`src/rtl/uart_pkg.sv`:
```
// Shared UART definitions used by the receive and transmit buffers.
package uart_pkg;

  typedef enum logic [2:0] {
    IDLE   = 3'd0,
    START  = 3'd1,
    DATA   = 3'd2,
    PARITY = 3'd3,
    STOP   = 3'd4
  } rx_state_t;

  localparam logic [1:0]  ADDR_DATA      = 2'b00;
  localparam int unsigned OVERSAMPLE_DEF = 16;
  localparam int unsigned DATA_BITS_DEF  = 8;

endpackage

```
`src/rtl/rx_sync.sv`:
```
// Two-flop synchronizer for the asynchronous serial line; resets to the idle level.
module rx_sync (
  input  logic clk,
  input  logic rst,
  input  logic d,
  output logic q
);

  logic meta;

  // Two-stage resynchronization into the clk domain.
  always_ff @(posedge clk) begin
    if (rst) begin
      meta <= 1'b1;
      q    <= 1'b1;
    end else begin
      meta <= d;
      q    <= meta;
    end
  end

endmodule

```
`src/rtl/receive_buffer.sv`:
```
// UART receiver: oversampled frame assembly into a one-deep CPU-readable holding register.
module receive_buffer
  import uart_pkg::*;
#(
  parameter int unsigned OVERSAMPLE = OVERSAMPLE_DEF,
  parameter int unsigned DATA_BITS  = DATA_BITS_DEF,
  parameter bit          PARITY_EN  = 1'b1
) (
  input  logic                 clk,
  input  logic                 rst,
  input  logic                 enable,
  input  logic                 iocs,
  input  logic                 iorw,
  input  logic [1:0]           ioaddr,
  input  logic                 RxD,
  output logic [DATA_BITS-1:0] rx_data,
  output logic                 rda,
  output logic                 parity_err,
  output logic                 framing_err,
  output logic                 overrun
);

  localparam int unsigned SW = $clog2(OVERSAMPLE);
  localparam int unsigned BW = (DATA_BITS > 1) ? $clog2(DATA_BITS) : 1;

  rx_state_t            state, state_nxt;
  logic [SW-1:0]        scnt, scnt_nxt;
  logic [BW-1:0]        bcnt, bcnt_nxt;
  logic [DATA_BITS-1:0] shift, shift_nxt;
  logic                 par_err_q, par_err_nxt;
  logic                 rxs;
  logic                 done_c;
  logic                 rd_c;

  rx_sync u_sync (
    .clk (clk),
    .rst (rst),
    .d   (RxD),
    .q   (rxs)
  );

  assign rd_c = iocs & iorw & (ioaddr == ADDR_DATA);

  // FSM state, tick/bit counters and shift register.
  always_ff @(posedge clk) begin
    if (rst) begin
      state     <= IDLE;
      scnt      <= '0;
      bcnt      <= '0;
      shift     <= '0;
      par_err_q <= 1'b0;
    end else begin
      state     <= state_nxt;
      scnt      <= scnt_nxt;
      bcnt      <= bcnt_nxt;
      shift     <= shift_nxt;
      par_err_q <= par_err_nxt;
    end
  end

  // Next-state logic; everything advances only on an oversample tick.
  always_comb begin
    state_nxt   = state;
    scnt_nxt    = scnt;
    bcnt_nxt    = bcnt;
    shift_nxt   = shift;
    par_err_nxt = par_err_q;
    done_c      = 1'b0;
    if (enable) begin
      case (state)
        IDLE: begin
          if (!rxs) begin
            state_nxt = START;
            scnt_nxt  = '0;
          end
        end
        START: begin
          if (scnt == SW'(OVERSAMPLE / 2 - 1)) begin
            if (rxs) begin
              state_nxt = IDLE;
            end else begin
              state_nxt = DATA;
              scnt_nxt  = '0;
              bcnt_nxt  = '0;
            end
          end else begin
            scnt_nxt = scnt + SW'(1);
          end
        end
        DATA: begin
          if (scnt == SW'(OVERSAMPLE - 1)) begin
            scnt_nxt  = '0;
            shift_nxt = {rxs, shift[DATA_BITS-1:1]};
            if (bcnt == BW'(DATA_BITS - 1)) begin
              bcnt_nxt    = '0;
              par_err_nxt = 1'b0;
              state_nxt   = PARITY_EN ? PARITY : STOP;
            end else begin
              bcnt_nxt = bcnt + BW'(1);
            end
          end else begin
            scnt_nxt = scnt + SW'(1);
          end
        end
        PARITY: begin
          if (scnt == SW'(OVERSAMPLE - 1)) begin
            scnt_nxt    = '0;
            par_err_nxt = (^shift) ^ rxs;
            state_nxt   = STOP;
          end else begin
            scnt_nxt = scnt + SW'(1);
          end
        end
        STOP: begin
          if (scnt == SW'(OVERSAMPLE - 1)) begin
            scnt_nxt  = '0;
            done_c    = 1'b1;
            state_nxt = IDLE;
          end else begin
            scnt_nxt = scnt + SW'(1);
          end
        end
        default: state_nxt = IDLE;
      endcase
    end
  end

  // Holding register and status flags; a read always clears overrun.
  always_ff @(posedge clk) begin
    if (rst) begin
      rx_data     <= '0;
      rda         <= 1'b0;
      parity_err  <= 1'b0;
      framing_err <= 1'b0;
      overrun     <= 1'b0;
    end else begin
      if (done_c) begin
        rx_data     <= shift;
        parity_err  <= par_err_q;
        framing_err <= ~rxs;
      end
      if (done_c)    rda <= 1'b1;
      else if (rd_c) rda <= 1'b0;
      if (rd_c)                overrun <= 1'b0;
      else if (done_c && rda)  overrun <= 1'b1;
    end
  end

endmodule
```
`config.mk`:
```
export PLATFORM = sky130hd
export DESIGN_NAME = receive_buffer
export DESIGN_NICKNAME = d
export VERILOG_FILES = /design/src/rtl/uart_pkg.sv /design/src/rtl/rx_sync.sv /design/src/rtl/receive_buffer.sv
export SDC_FILE = /design/constraint.sdc
export NUM_CORES = 1
export LEC_CHECK = 0
export CORE_MARGIN = 3
export CORE_UTILIZATION = 35
export DETAILED_ROUTE_END_ITERATION = 16
export MAX_ROUTING_LAYER = met4
export PLACE_DENSITY_LB_ADDON = 0.05
export REMOVE_ABC_BUFFERS = 1
export SLEW_MARGIN = 25
export SYNTH_ARGS = -nofsm -noshare
export SYNTH_HDL_FRONTEND = slang
export SYNTH_SLANG_ARGS = --single-unit
```
`constraint.sdc`:
```
create_clock -name clk -period 5.5 [get_ports clk]
set_clock_uncertainty 0.1 [all_clocks]
set_input_delay 1.1 -clock clk [delete_from_list [all_inputs] [get_ports clk]]
set_output_delay 1.1 -clock clk [all_outputs]
set_load 0.05 [all_outputs]
```
==> run metrics, run 1 <==
status=finished clean; placed cells=226; clock latency on the worst-skew pair=0.28 ns; P&R area growth vs syn=20.2%; CTS Buf Count=5; met2 WL=1350 µm; RSZ-0062 raised after global routing=no; CTS Hold Buffers Added=0; pin count of the biggest net entering global routing=34; routed metal-1 wire length=1400 µm; post-route ant nets=0; DPL Wire Length=2010 µm; Hold Crit Start=u_sync.meta$_SDFF_PP1_; fin cells=234; Post-synth top cells=33 x dfxtp_1, 28 x nor2_1, 17 x mux2i_1; setup_tns=0 ns; initial antenna violation count=0; post-synth top area cell=dfxtp_1; Syn Std Cell Area=1520 µm²; PwrDens=235 nW/µm²; FFs w/ async S/R, synth=0; Top Layer Used=met4; vias in the first global route=1111; total number of vias=1185; Max H-tree Level=2; Initial Utilization=0.373; CTS max path bufs=2; sequential share of the synthesized area=0.434; max_slew headroom=0.515; DRC=0; Hold Violations, Final=0; ys flop type=dfxtp_1; DRT iter0 DRCs=33; postcts setup bufs=0; Reg2Reg Setup Slack=3.36 ns; clock sink total=33; worst-path cell chain=clkdlybuf4s50_1 > and4_1 > nand3_1 > inv_1 > a21oi_1 > nor3_1; crit path DAT=3.02 ns; Synth warnings=0; GRT Util Overall=0.124; Fmax=342 MHz; DIE AREA=5180 µm²; CTS Root Cell=clkbuf_8; CTS tree=done; crit-path max FO=13; final-report max-slew violation count=0; Resize count post-CTS=0; Crit. End Element=flip-flop; Critical Path Start Type=primary input; maximum vdd drop=0.000161 V; Crit path largest cell delay=0.68 ns; IO Pins=20; Die X=72.0 µm; Slowest cell on crit path=clkdlybuf4s50_1; first-pass GRT wire length=4930 µm; WL met3=104 µm; Placeable Area=4090 µm²; synth top area cells=dfxtp_1 43%, mux2i_1 11%, nor2_1 6.9%; CTS clk-pin slew, worst paths=0.07 ns; Post-synth EDFFs=0; Hold WC Path Type=reg2reg; worst-case reg-to-reg path depth=6; Avg Synthesized Cell Area=9.28 µm²; most frequent cell after synthesis=dfxtp_1; layout cells sized above 1=0.109; nets@finish=194; Die Span Y=72.0 µm; synth unique cells=42; IO buf count=19; Reg-to-Reg End=overrun$_SDFFE_PP0P_; Cells after Synth=164; Reg-to-Reg Start=scnt[0]$_SDFFE_PP0P_; leakage=0.725 nW; drt via density=5.06; Yosys reg bits=33; Worst Hold Path Cells=1; total grt overflow=0; Initial DRT Pass Iterations=4; Setup-failing EPs final=0; Max-Cap Viols=0; Period minus WS final=2.92 ns; Row Count=23; top-area cell type share of the netlist area=0.434; worst slew pin tran=0.726 ns; antenna cells=0; routability congestion estimate=0.748; WHS Endpoint=u_sync.q$_SDFF_PP1_; Power, Total=0.430 mW; Worst EP required=5.60 ns; crit path kind=in2reg; routed length per instance=12.4 µm; final WL=2910 µm; fin crit share=0.532
-- report_power, final --
| part | switching, mW | leakage [nW] | internal [mW] |
|---|---|---|---|
| registers | 0.00159 | 0.266 | 0.240 |
| clock network | 0.0849 | 0.0439 | 0.0872 |
| logic | 0.00812 | 0.415 | 0.00805 |
-- per-layer routing --
layer,GRT usage,vias to the layer above
met5,-,-
met4,0.0438,0
met2,0.196,16
met1,0.146,559
li1,-,604
met3,0.0429,6
-- state kept, by name, indices dropped and copies added, names as in the netlist, 3 cells and up --
| signal | flops |
|---|---|
| bcnt | 3 |
| rx_data | 8 |
| scnt | 4 |
| shift | 8 |
| state | 3 |
-- final cells by class --
cell class                 instances  area (µm²)
tap                               50        62.6
clock inverter                     3        17.5
sequential                        33         661
clock buffer                       5        68.8
fill                             410        2260
multi-input combinational        122         820
inverter                           1        3.75
timing repair buffer              20         198
-- how the worst max path moves through the flow --
stage	startpoint	endpoint	slack [ns]
6_report	enable	overrun$_SDFFE_PP0P_	2.58
3_3_place_gp	enable	rx_data[7]$_SDFFE_PP0P_	2.31
2_1_floorplan	enable	overrun$_SDFFE_PP0P_	3.27
5_1_grt	enable	overrun$_SDFFE_PP0P_	2.42
3_5_place_dp	enable	overrun$_SDFFE_PP0P_	2.30
4_1_cts	enable	overrun$_SDFFE_PP0P_	2.58
-- through the flow --
step           cell area (µm²)  setup slack, ns  hold WS [ns]   util
2_1_floorplan             1480             3.27         0.289      -
3_3_place_gp              1740             2.31         0.295  0.427
3_5_place_dp              1740             2.30         0.293  0.427
4_1_cts                   1830             2.58         0.312  0.448
5_1_grt                   1830             2.42         0.345  0.448
6_report                  1830             2.58         0.308  0.448
-- critical path, delay by kind of cell --
kind	cells	cell delay [ns]
AND/OR/NAND/NOR	3	0.91
AO/OA/AOI/OAI	1	0.09
buffers and inverters	2	0.92
-- cells by family (layout without fill, tap and decap cells) --
| logic type | Yosys count | in the layout | synth area share |
|---|---|---|---|
| buffers and inverters | 9 | 29 | 0.0279 |
| adder cells (fa/ha/maj) | 3 | 3 | 0.0247 |
| XOR/XNOR | 8 | 8 | 0.0551 |
| AO/OA/AOI/OAI | 26 | 26 | 0.106 |
| multiplexers | 17 | 17 | 0.112 |
| flip-flops | 33 | 33 | 0.434 |
| AND/OR/NAND/NOR | 68 | 68 | 0.241 |
-- layout by cell type (no fill, tap or decap), types with 2 or more instances in the layout --
cell             count
dfxtp_1             33
nor2_1              28
clkdlybuf4s50_1     19
mux2i_1             17
a21oi_1             14
nand2_1             10
xnor2_1              6
clkbuf_8             5
nor3_1               4
nand3_1              4
nand2b_1             3
ha_1                 3
o21ai_2              2
nand3b_1             2
nand4b_1             2
o21ai_0              2
or2_2                2
clkinv_2             2
Power figures use the tool's default switching activity.
==> run 2: changes to the inputs <==
- clock period: 5.5 -> 2.4 ns (I/O delays scaled with it)
==> run 2 against run 1 <==
Wire length increased by 0.14%. Clock power increased to 3.6 times the previous value. Sequential share of layout area is 1.7 points lower. Global-route usage rose by 1.0 points. Largest cell class unchanged. Register-to-register slack got worse by 2.9 ns. Power rose to 2.8 times the previous value.
==> run metrics, run 2 (synthesis gave the netlist of run 1 again) <==
Comb pwr share=0.033 (was 0.038); DRC=0 (unchanged); Die Span Y=72.0 µm (unchanged); max_slew headroom=0.663 (was 0.515); routed length per instance=12.2 µm (was 12.4 µm); Setup-failing EPs final=0 (unchanged); internal power=0.983 mW (was 0.335 mW); vias in the first global route=1153 (was 1111); crit path DAT=1.44 ns (was 3.02 ns); status=finished clean (unchanged); Initial Utilization=0.373 (unchanged); Crit. End Element=output port (was flip-flop); fin crit share=0.842; worst-case reg-to-reg path depth=6 (unchanged); Initial DRT Pass Iterations=4 (unchanged); nets@finish=198 (was 194); Top Family by Delay on Critical Path=buffers and inverters (unchanged); pin count of the biggest net entering global routing=15 (was 34); total grt overflow=0 (unchanged); placed cells=230 (was 226); Worst EP required=1.82 ns (was 5.60 ns); final-report max-slew violation count=0 (unchanged); DRT iter0 DRCs=102 (was 33); Row Count=23 (unchanged); Die X=72.0 µm (unchanged); CTS max path bufs=2 (unchanged); leakage=0.775 nW (was 0.725 nW); DPL Wire Length=2140 µm (was 2010 µm); postcts setup bufs=0 (unchanged); crit path kind=reg2out (was in2reg); crit-path max FO=3 (was 13); maximum vdd drop=0.000496 V (was 0.000161 V); post-route ant nets=0 (unchanged); Resize count post-CTS=0 (unchanged); Fmax=495 MHz; Psw=0.227 mW (was 0.0946 mW); Hold WC Path Type=reg2reg (unchanged); Crit path largest cell delay=0.81 ns (was 0.68 ns); Max H-tree Level=2 (unchanged); CTS Hold Buffers Added=0 (unchanged); sequential share of power=0.457 (was 0.562); Sw Ratio=0.188 (was 0.220); most common cell after layout, fill and taps aside=dfxtp_1 (unchanged); fin cells=238 (was 234); CTS Root Cell=clkbuf_8 (unchanged); most frequent cells in the layout=33 x dfxtp_1, 28 x nor2_1, 19 x clkdlybuf4s50_1 (unchanged); PwrDens=630 nW/µm² (was 235 nW/µm²); CTS Buf Count=5 (unchanged); final WL=2910 µm (about the same); DIE AREA=5180 µm² (unchanged); initial antenna violation count=0 (unchanged); Max-Cap Viols=0 (unchanged); Reg2Reg Setup Slack=0.47 ns (was 3.36 ns); layout cells sized above 1=0.128 (was 0.109); Placeable Area=4090 µm² (unchanged); routability congestion estimate=0.760 (was 0.748); drt via density=4.96 (was 5.06); CP Depth=1 (was 6); Worst Hold Path Cells=1 (unchanged); IO buf count=19 (unchanged); Critical Path Start Type=flip-flop (was primary input); GRT Util Overall=0.134 (was 0.124); Slowest cell on crit path=clkdlybuf4s50_1 (unchanged); RSZ-0062 raised after global routing=no (unchanged); worst-path cell chain=clkdlybuf4s50_1 (was clkdlybuf4s50_1 > and4_1 > nand3_1 > inv_1 > a21oi_1 > nor3_1); proportion of power drawn by the clock network=0.510 (was 0.400); first-pass GRT wire length=5310 µm (was 4930 µm); clock latency on the worst-skew pair=0.28 ns (about the same); clock sink total=33 (unchanged); total number of vias=1180 (was 1185); antenna cells=0 (unchanged); Period minus WS final=2.02 ns; Largest regs=rx_data (8), shift (8), scnt (4) (unchanged); CTS tree=done (unchanged); Hold Violations, Final=0 (unchanged); CP bufs+invs=1 (was 2); P&R area growth vs syn=26.1% (was 20.2%); CTS clk-pin slew, worst paths=0.07 ns (about the same); IO Pins=20 (unchanged); setup_tns=0 ns (unchanged); worst slew pin tran=0.504 ns (was 0.726 ns)
==> run 2: cell count changes in the layout (fill, tap and decap cells not counted) <==
cell        delta
buf_4          +3
clkinvlp_4     -1
clkinv_2       -1
buf_12         +1
bufinv_16      +2
==> run 2: stage by stage <==
stage	util	setup slack, ns	hold slack [ns]	instance area, µm²	power [mW]
6_report	0.470	0.379	0.306	1920	1.21
5_1_grt	0.470	0.296	0.335	1920	1.26
4_1_cts	0.470	0.357	0.314	1920	1.23
3_5_place_dp	0.437	0.278	0.305	1790	0.606
3_3_place_gp	0.437	0.266	0.293	1790	0.605
2_1_floorplan	-	0.599	0.289	1480	0.578
==> run 2: layout make-up <==
type / count / area (µm²)
Sequential cell: 33 / 661
Tap cell: 50 / 62.6
Inverter: 1 / 3.75
Clock buffer: 5 / 68.8
Fill cell: 392 / 2170
Clock inverter: 3 / 65.1
Timing Repair Buffer: 24 / 240
Multi-Input combinational cell: 122 / 820
==> run 2: per-layer routing <==
layer,global-route usage,vias up,share of wire
met2,0.192,15,0.47
met5,-,-,0
met1,0.169,546,0.49
li1,-,617,-
met3,0.0471,2,0.032
met4,0.0626,0,0.0076
==> run 2: power groups by stage <==
stage	logic, mW	clock network (mW)	registers, mW
after detailed placement	0.0398	0	0.566
after global placement	0.0393	0	0.566
after CTS	0.0399	0.635	0.553
after global routing	0.0433	0.667	0.554
after floorplan	0.0127	0	0.565
final	0.0395	0.617	0.553
==> run 2: path summary, 6_finish.rpt <==
kind	to	from
setup / recovery	rda	rda$_SDFFE_PP0P_
hold reg to reg	u_sync.q$_SDFF_PP1_	u_sync.meta$_SDFF_PP1_
setup reg to reg	state[0]$_SDFFE_PP0P_	scnt[0]$_SDFFE_PP0P_
hold / removal	u_sync.q$_SDFF_PP1_	u_sync.meta$_SDFF_PP1_
==> run 3: changes to the inputs <==
- clock period: 2.4 -> 1.9 ns (I/O delays scaled with it)
==> run 3 against run 2 <==
Largest power group is now sequential cells. Die area did not move. Flip-flop and latch count did not move. Worst setup slack lost 0.28 ns. First-iteration DRC count decreased by 25%. Via count grew 3.6%.
==> run metrics, run 3 (synthesis gave the netlist of run 1 again) <==
setup_tns=0 ns (unchanged); DIE AREA=5180 µm² (unchanged); Setup-failing EPs final=0 (unchanged); Top Family by Delay on Critical Path=simple AND/OR/NAND/NOR gates (was buffers and inverters); routed length per instance=12.3 µm (was 12.2 µm); proportion of power drawn by the clock network=0.455 (was 0.510); worst slew pin tran=0.457 ns (was 0.504 ns); IO buf count=19 (unchanged); met1 usage=0.170 (was 0.169); layout cells sized above 1=0.230 (was 0.128); Die X=72.0 µm (unchanged); sequential share of power=0.502 (was 0.457); crit path kind=reg2reg (was reg2out); Comb pwr share=0.043 (was 0.033); nets@finish=207 (was 198); CTS clk-pin slew, worst paths=0.07 ns (about the same); Critical Path Start Type=flip-flop (unchanged); pin count of the biggest net entering global routing=13 (was 15); CP bufs+invs=0 (was 1); most used cell, CP=o21ai_2; routability congestion estimate=0.816 (was 0.760); Crit. End Element=flip-flop (was output port); vias in the first global route=1179 (was 1153); routing usage on met3=0.0346 (was 0.0471); Hold WC Path Type=reg2reg (unchanged); max_slew headroom=0.695 (was 0.663); antenna cells=0 (unchanged); CTS Root Cell=clkbuf_8 (unchanged); most common cell after layout, fill and taps aside=dfxtp_1 (unchanged); Placeable Area=4090 µm² (unchanged); leakage=0.823 nW (was 0.775 nW); RSZ-0062 raised after global routing=no (unchanged); first-pass GRT wire length=5280 µm (was 5310 µm); Psw=0.283 mW (was 0.227 mW); Row Count=23 (unchanged); met2 GRT Util=0.200 (was 0.192); final WL=3030 µm (was 2910 µm); postcts setup bufs=0 (unchanged); crit-path max FO=4 (was 3); final core occ=0.475 (was 0.470); clock latency on the worst-skew pair=0.29 ns (was 0.28 ns); DRT iter0 DRCs=77 (was 102); busiest grt layer=met2 (unchanged); Crit path largest cell delay=0.49 ns (was 0.81 ns); fin crit share=0.946; internal power=1.11 mW (was 0.983 mW); initial antenna violation count=0 (unchanged); crit path DAT=1.92 ns (was 1.44 ns); Initial DRT Pass Iterations=4 (unchanged); Initial Utilization=0.373 (unchanged); Hold Violations, Final=0 (unchanged); final-report max-slew violation count=0 (unchanged); DRC=0 (unchanged); worst-path cell chain=ha_4 > nand3_2 > o21ai_2 > o21ai_2 > or4_1 > a21oi_1 (was clkdlybuf4s50_1); CTS Buf Count=5 (unchanged); status=finished clean (unchanged); worst hold slack=0.316 ns (was 0.306 ns); Largest regs=rx_data (8), shift (8), scnt (4) (unchanged); total number of vias=1222 (was 1180); clock sink total=33 (unchanged); maximum vdd drop=0.000502 V (was 0.000496 V); drt via density=4.97 (was 4.96); Fmax=556 MHz; DPL Wire Length=2240 µm (was 2140 µm); GRT Util Overall=0.135 (was 0.134); Die Span Y=72.0 µm (unchanged); total grt overflow=0 (unchanged); IO Pins=20 (unchanged); most frequent cells in the layout=33 x dfxtp_1, 28 x nor2_1, 25 x buf_4 (was 33 x dfxtp_1, 28 x nor2_1, 19 x clkdlybuf4s50_1); Max-Cap Viols=0 (unchanged); CTS max path bufs=2 (unchanged); P&R area growth vs syn=27.4% (was 26.1%); Fill cells=412 (was 392); Slowest cell on crit path=or4_1 (was clkdlybuf4s50_1); post-route ant nets=0 (unchanged); Max H-tree Level=2 (unchanged); CTS tree=done (unchanged); Sw Ratio=0.204 (was 0.188); Worst EP required=2.02 ns (was 1.82 ns); Period minus WS final=1.80 ns; PwrDens=717 nW/µm² (was 630 nW/µm²)
-- run 3: cell types whose count changed in the layout (fill, tap and decap cells not counted), sizes merged --
cell,before,now
clkdlybuf4s50,19,7
buf,5,26
bufinv,2,1
-- run 3: timing repair --
action / CTS / global route
hold buffers: 0 / 0
gates resized for setup: 0 / 2
setup endpoints to repair: 0 / 20
-- run 3: power groups by stage --
stage	logic (mW)	clock network, mW	registers, mW
after global placement	0.0600	0	0.713
after detailed placement	0.0607	0	0.714
after CTS	0.0611	0.656	0.698
after global routing	0.0670	0.685	0.698
final	0.0604	0.633	0.698
after floorplan	0.0160	0	0.713
-- run 3: final timing paths --
path / start / end / slack [ns] / depth (start not counted)
worst max-delay path: scnt[0]$_SDFFE_PP0P_ / state[0]$_SDFFE_PP0P_ / 0.10 / 6
worst min-delay path: u_sync.meta$_SDFF_PP1_ / u_sync.q$_SDFF_PP1_ / 0.32 / 1
worst max register to register: scnt[0]$_SDFFE_PP0P_ / state[0]$_SDFFE_PP0P_ / 0.10 / 6
worst min register to register: u_sync.meta$_SDFF_PP1_ / u_sync.q$_SDFF_PP1_ / 0.32 / 1
-- run 3: worst reg2reg max path, stage by stage, from the launching register on --
cell,delay (ns)
dfxtp_1,0.42
ha_4,0.21
nand3_2,0.10
o21ai_2,0.19
o21ai_2,0.09
or4_1,0.49
a21oi_1,0.14
-- run 3: layout make-up --
class | instances | area, µm² | share of cell area
Tap cell | 50 | 62.6 | 0.0322
Sequential cell | 33 | 661 | 0.340
Timing Repair Buffer | 33 | 278 | 0.143
Multi-Input combinational cell | 122 | 832 | 0.429
Clock buffer | 5 | 68.8 | 0.0355
Inverter | 1 | 3.75 | 0.00193
Clock inverter | 2 | 35.0 | 0.0181
-- run 3: per-layer routing --
| metal | part of all wire | vias up | wire length [µm] |
|---|---|---|---|
| met5 | 0 | - | 0 |
| met4 | 0.019 | 0 | 57 |
| met3 | 0.029 | 6 | 89 |
| met2 | 0.47 | 17 | 1410 |
| met1 | 0.49 | 560 | 1470 |
| li1 | - | 639 | - |
-- run 3: through the flow --
stage / worst slack, ns / cell area [µm²] / cells / power [mW]
4_1_cts: 0.00139 / 1930 / 246 / 1.41
2_1_floorplan: 0.0992 / 1480 / 156 / 0.729
3_5_place_dp: -0.0399 / 1820 / 239 / 0.774
6_report: 0.102 / 1940 / 246 / 1.39
5_1_grt: 0.0115 / 1940 / 246 / 1.45
3_3_place_gp: -0.0267 / 1820 / 239 / 0.773
